## src/rtl/regbus_pkg.sv

```systemverilog
// Shared definitions for the clock-peripheral register bus: initiator states
// and the peripheral register map.
package regbus_pkg;

  localparam int unsigned DATA_W = 32;

  // Peripheral register addresses, shared with the peripheral blocks
  localparam int unsigned ADDR_STATUS = 'h04;
  localparam int unsigned ADDR_TIME   = 'h08;

  typedef enum logic [1:0] {
    IDLE     = 2'd0,
    WR_ISSUE = 2'd1,
    RD_ISSUE = 2'd2,
    RD_WAIT  = 2'd3
  } state_e;

endpackage

```

## src/rtl/poll_timer.sv

```systemverilog
// Free-running poll interval timer: raises a sticky pending flag every
// POLL_CYCLES clocks while enabled; the flag is cleared by the consumer.
module poll_timer #(
  parameter int unsigned POLL_CYCLES = 1000
) (
  input  logic clk,
  input  logic rst_n,
  input  logic en,
  input  logic clr_pending,
  output logic pending
);

  localparam int unsigned CW = (POLL_CYCLES > 1) ? $clog2(POLL_CYCLES) : 1;

  logic [CW-1:0] r_cnt;
  logic          w_tc;

  assign w_tc = (r_cnt == CW'(POLL_CYCLES - 1));

  // A terminal count that lands while a poll is already pending is absorbed
  always_ff @(posedge clk or negedge rst_n) begin
    if (!rst_n) begin
      r_cnt   <= '0;
      pending <= 1'b0;
    end else if (!en) begin
      r_cnt   <= '0;
      pending <= 1'b0;
    end else begin
      r_cnt   <= w_tc ? '0 : r_cnt + CW'(1);
      pending <= (pending & ~clr_pending) | w_tc;
    end
  end

endmodule

```

## src/rtl/regbus_initiator.sv

```systemverilog
// Register-bus master: serialises user read/write commands and periodic
// status polls onto the single-cycle wr/rd strobe bus.
module regbus_initiator
  import regbus_pkg::*;
#(
  parameter int unsigned ADDRWIDTH   = 4,
  parameter int unsigned POLL_CYCLES = 1000,
  parameter int unsigned POLL_ADDR   = ADDR_STATUS
) (
  input  logic                 clk,
  input  logic                 rst_n,
  input  logic                 req_valid,
  output logic                 req_ready,
  input  logic                 req_write,
  input  logic [ADDRWIDTH-1:0] req_addr,
  input  logic [DATA_W-1:0]    req_wdata,
  output logic                 rsp_valid,
  output logic                 rsp_write,
  output logic [DATA_W-1:0]    rsp_rdata,
  input  logic                 poll_en,
  output logic                 poll_update,
  output logic [DATA_W-1:0]    poll_data,
  output logic                 wr,
  output logic [ADDRWIDTH-1:0] waddr,
  output logic [DATA_W-1:0]    wdata,
  output logic                 rd,
  output logic [ADDRWIDTH-1:0] raddr,
  input  logic [DATA_W-1:0]    rdata
);

  state_e r_state;
  logic   r_is_poll;
  logic   w_poll_pending;
  logic   w_poll_clr;

  assign req_ready  = (r_state == IDLE) && !w_poll_pending;
  assign w_poll_clr = (r_state == IDLE) && w_poll_pending;

  poll_timer #(
    .POLL_CYCLES (POLL_CYCLES)
  ) u_poll_timer (
    .clk         (clk),
    .rst_n       (rst_n),
    .en          (poll_en),
    .clr_pending (w_poll_clr),
    .pending     (w_poll_pending)
  );

  // Command sequencer; the poll always wins over a user request in IDLE
  always_ff @(posedge clk or negedge rst_n) begin
    if (!rst_n) begin
      r_state     <= IDLE;
      r_is_poll   <= 1'b0;
      wr          <= 1'b0;
      waddr       <= '0;
      wdata       <= '0;
      rd          <= 1'b0;
      raddr       <= '0;
      rsp_valid   <= 1'b0;
      rsp_write   <= 1'b0;
      rsp_rdata   <= '0;
      poll_update <= 1'b0;
      poll_data   <= '0;
    end else begin
      wr          <= 1'b0;
      rd          <= 1'b0;
      rsp_valid   <= 1'b0;
      poll_update <= 1'b0;
      unique case (r_state)
        IDLE: begin
          if (w_poll_pending) begin
            rd        <= 1'b1;
            raddr     <= ADDRWIDTH'(POLL_ADDR);
            r_is_poll <= 1'b1;
            r_state   <= RD_ISSUE;
          end else if (req_valid) begin
            if (req_write) begin
              wr      <= 1'b1;
              waddr   <= req_addr;
              wdata   <= req_wdata;
              r_state <= WR_ISSUE;
            end else begin
              rd        <= 1'b1;
              raddr     <= req_addr;
              r_is_poll <= 1'b0;
              r_state   <= RD_ISSUE;
            end
          end
        end
        WR_ISSUE: begin
          rsp_valid <= 1'b1;
          rsp_write <= 1'b1;
          rsp_rdata <= '0;
          r_state   <= IDLE;
        end
        RD_ISSUE: begin
          r_state <= RD_WAIT;
        end
        RD_WAIT: begin
          // Peripheral returns rdata the cycle after the rd strobe
          if (r_is_poll) begin
            poll_data   <= rdata;
            poll_update <= 1'b1;
          end else begin
            rsp_valid <= 1'b1;
            rsp_write <= 1'b0;
            rsp_rdata <= rdata;
          end
          r_state <= IDLE;
        end
        default: r_state <= IDLE;
      endcase
    end
  end

endmodule

```

## config.mk

```make
export PLATFORM = sky130hd
export DESIGN_NAME = regbus_initiator
export DESIGN_NICKNAME = d
export VERILOG_FILES = /design/src/rtl/regbus_pkg.sv /design/src/rtl/poll_timer.sv /design/src/rtl/regbus_initiator.sv
export SDC_FILE = /design/constraint.sdc
export NUM_CORES = 1
export LEC_CHECK = 0
export BUFFER_PORTS_ARGS = -buffer_cell sky130_fd_sc_hd__buf_2
export CAP_MARGIN = 20
export CORE_UTILIZATION = 48
export DETAILED_ROUTE_END_ITERATION = 16
export GPL_TIMING_DRIVEN = 0
export PLACE_DENSITY_LB_ADDON = 0.2
export SETUP_SLACK_MARGIN = 0.5
export SLEW_MARGIN = 20
export SYNTH_ARGS = -nofsm -noshare
export SYNTH_HDL_FRONTEND = slang
export SYNTH_SLANG_ARGS = --single-unit
```

## constraint.sdc

```tcl
create_clock -name clk -period 2.6 [get_ports clk]
set_input_delay 0.13 -clock clk [delete_from_list [all_inputs] [get_ports clk]]
set_output_delay 0.13 -clock clk [all_outputs]
set_load 0.1 [all_outputs]
```

==> flow_metrics.tcl <==
set metrics [dict create \
    status "finished clean" \
    worstMarginPinSlew_ns 0.625 \
    drive_gt1_share_pct 42.9 \
    maxSlewHeadroom_pct 58.0 \
    core_um2 9330 \
    drt_wl_total_mm 11.7 \
    hpwl_mm 7.48 \
    syn_avg_cell_area_um2 14.6 \
    drc 0 \
    antenna_cells 0 \
    ys_ff_latch 123 \
    min_period_ns 1.96 \
    synthesis.nets 394 \
    cts_tree "built" \
    clk_path_buf_depth 2 \
    grt-ovfl-total 0 \
    drv_slew 0 \
    setup_viol 0 \
    synth-seq-area-share_pct 66.0 \
    max_cap_viol_count 0 \
    fin_skew_ns 0.00952 \
    rsz0062_at_grt "no" \
    grt_pass1_vias 3826 \
    grt_first_pass_wirelength_mm 18.8 \
    ant_nets 0 \
    hold_slack_ns 0.177 \
    numCtsBuffers 17 \
    netlist_instances 320 \
    arrival_ns 1.83 \
    timing.rr.end "wdata[5]" \
    cts-root-buf "clkbuf_8" \
    dr_total_vias 3698 \
    area_growth_pct 52.7 \
    final_min_period_over_clock_period_pct 75.4 \
    yosys.area.top_type "dfrtp_1" \
    synth.area.top_cells "dfrtp_1 66%, mux2_2 9.4%, mux2_1 7.0%, a22o_1 6.0%, nand2_1 1.2%" \
    rows 35 \
    hp-class "primary input to asynchronous set/reset pin" \
    path_max_fanout 9 \
    routedWlPerCell_um 15.8 \
    cp-end-kind "output pin" \
    yosysWarnings 0 \
    htree_levels 4 \
    fillers 617 \
    io-pin-count 183 \
    track_usage_pct 24.5 \
    avgViaCountPerCell 5.02 \
    seq_area_um2 3080 \
    clkTransAtPathRegs_ns 0.06 \
    final_cell_mix "181 x buf_2, 123 x dfrtp_1, 72 x dlygate4sd3_1, 39 x mux2_2, 32 x a22o_1" \
    netlist_area_um2 4660 \
    start_kind "flop" \
    ys_types 34 \
    finalHoldViolCount 0 \
    grt_max_degree 64 \
    rr_worst_depth 7 \
    die_h_um 101 \
    antenna_found_initial 0 \
    cp.required_ns 2.47 \
    crit_end "req_ready" \
    insertion_delay_ns 0.50 \
    cts_sinks 123 \
    synth_top_area_share_pct 66.0 \
    initial_core_util_pct 50.0 \
    nets 670 \
    rrSetupSlack_ns 0.73 \
    port_buffers 182 \
    place.gp.congestion 0.763 \
    fmax_ghz 0.510 \
    dieArea_um2 10100 \
    dr.first_iter.drc_count 179 \
    dieWidth_um 101 \
    layout_commonest_cell "buf_2" \
    crit_type "flop to output pin" \
    crit_start "r_state[1]" \
    worstReg2RegStart "r_state[1]" \
    multi_input_area_um2 1480 \
    firstDrtPassIters 4 \
]
-- layout make-up --
cell class	count	area share (%)
flip-flops and latches	123	43.2
multi-input cells	174	20.8
inverters	7	0.369
clock inverters	12	2.32
plain buffers	16	1.18
clock buffers	19	6.06
well taps	129	2.27
repair buffers	257	23.8
-- metal layers --
metal	vias up	GRT usage, %	wire, um
li1	1725	-	-
met1	1844	28.0	4710
met2	108	44.0	6230
met3	21	5.89	507
met4	0	9.81	220
met5	-	0	0
-- cell families (layout without fill, tap and decap cells) --
kind of cell	after synthesis	count (layout)	synth area share [%]
AO/OA/AOI/OAI	55	55	9.07
XOR/XNOR	3	3	0.564
adder cells (fa/ha/maj)	1	1	0.268
buffers and inverters	23	311	2.36
flip-flops	123	123	66.0
multiplexers	68	68	16.4
AND/OR/NAND/NOR	47	47	5.31
-- cell usage after synthesis, drive strengths merged --
cell type,n
xnor2,1
a22o,32
and3,1
inv,7
o31ai,1
a31oi,4
o221ai,1
or4,2
nand2b,1
nand2,15
or3,4
nand4,2
a21oi,4
xor2,2
o211ai,2
nor3,2
o21ai,6
dfrtp,123
a22oi,4
nand4bb,1
o22ai,1
mux2,68
or2,1
nor2b,1
clkbuf,12
buf,4
ha,1
nand3,5
or4b,1
nor4b,1
nor2,10
-- stage by stage --
stage / setup TNS [ns] / util (%) / cell area [um^2] / setup WS [ns] / instances
3_5_place_dp: 0 / 61.9 / 5770 / 0.435 / 632
2_1_floorplan: 0 / - / 4670 / 0.696 / 320
4_1_cts: 0 / 76.3 / 7120 / 0.609 / 737
5_1_grt: 0 / 76.3 / 7120 / 0.511 / 737
3_3_place_gp: -7.71 / 61.5 / 5740 / -0.0723 / 631
6_report: 0 / 76.3 / 7120 / 0.639 / 737
-- sequential cells by signal, summed over array words and instances, names as in the netlist, 2 cells and up --
signal,count
poll_data,32
rsp_rdata,32
wdata,32
u_poll_timer.r_cnt,10
raddr,4
waddr,4
r_state,2
-- worst min-delay path by stage --
stage	cells past startpoint	slack (ns)	end	start
floorplan	0	-0.17	poll_data[0]	rst_n
global placement	2	0.35	wdata[19]	req_wdata[19]
detailed placement	1	0.15	rsp_rdata[23]	rst_n
CTS	2	0.18	rsp_rdata[23]	rst_n
global route	2	0.22	rsp_rdata[26]	rst_n
finish	2	0.18	rsp_rdata[23]	rst_n
-- worst max-delay path, cell delays in order, from the launching register on --
cell and delay [ns]:
dfrtp_1 0.35, clkbuf_1 0.17, or2_1 0.24, buf_2 0.19, nor2_2 0.09, buf_4 0.29
-- what timing repair did --
action,in CTS,in global routing
gates resized for setup,1,0
hold buffers,72,0
buffers inserted,2,0
endpoints found under the setup margin,30,0
hold endpoints to repair,178,0
Power is not shown: default switching activity piles up to over one toggle a cycle in this logic, so the estimate is an artifact.
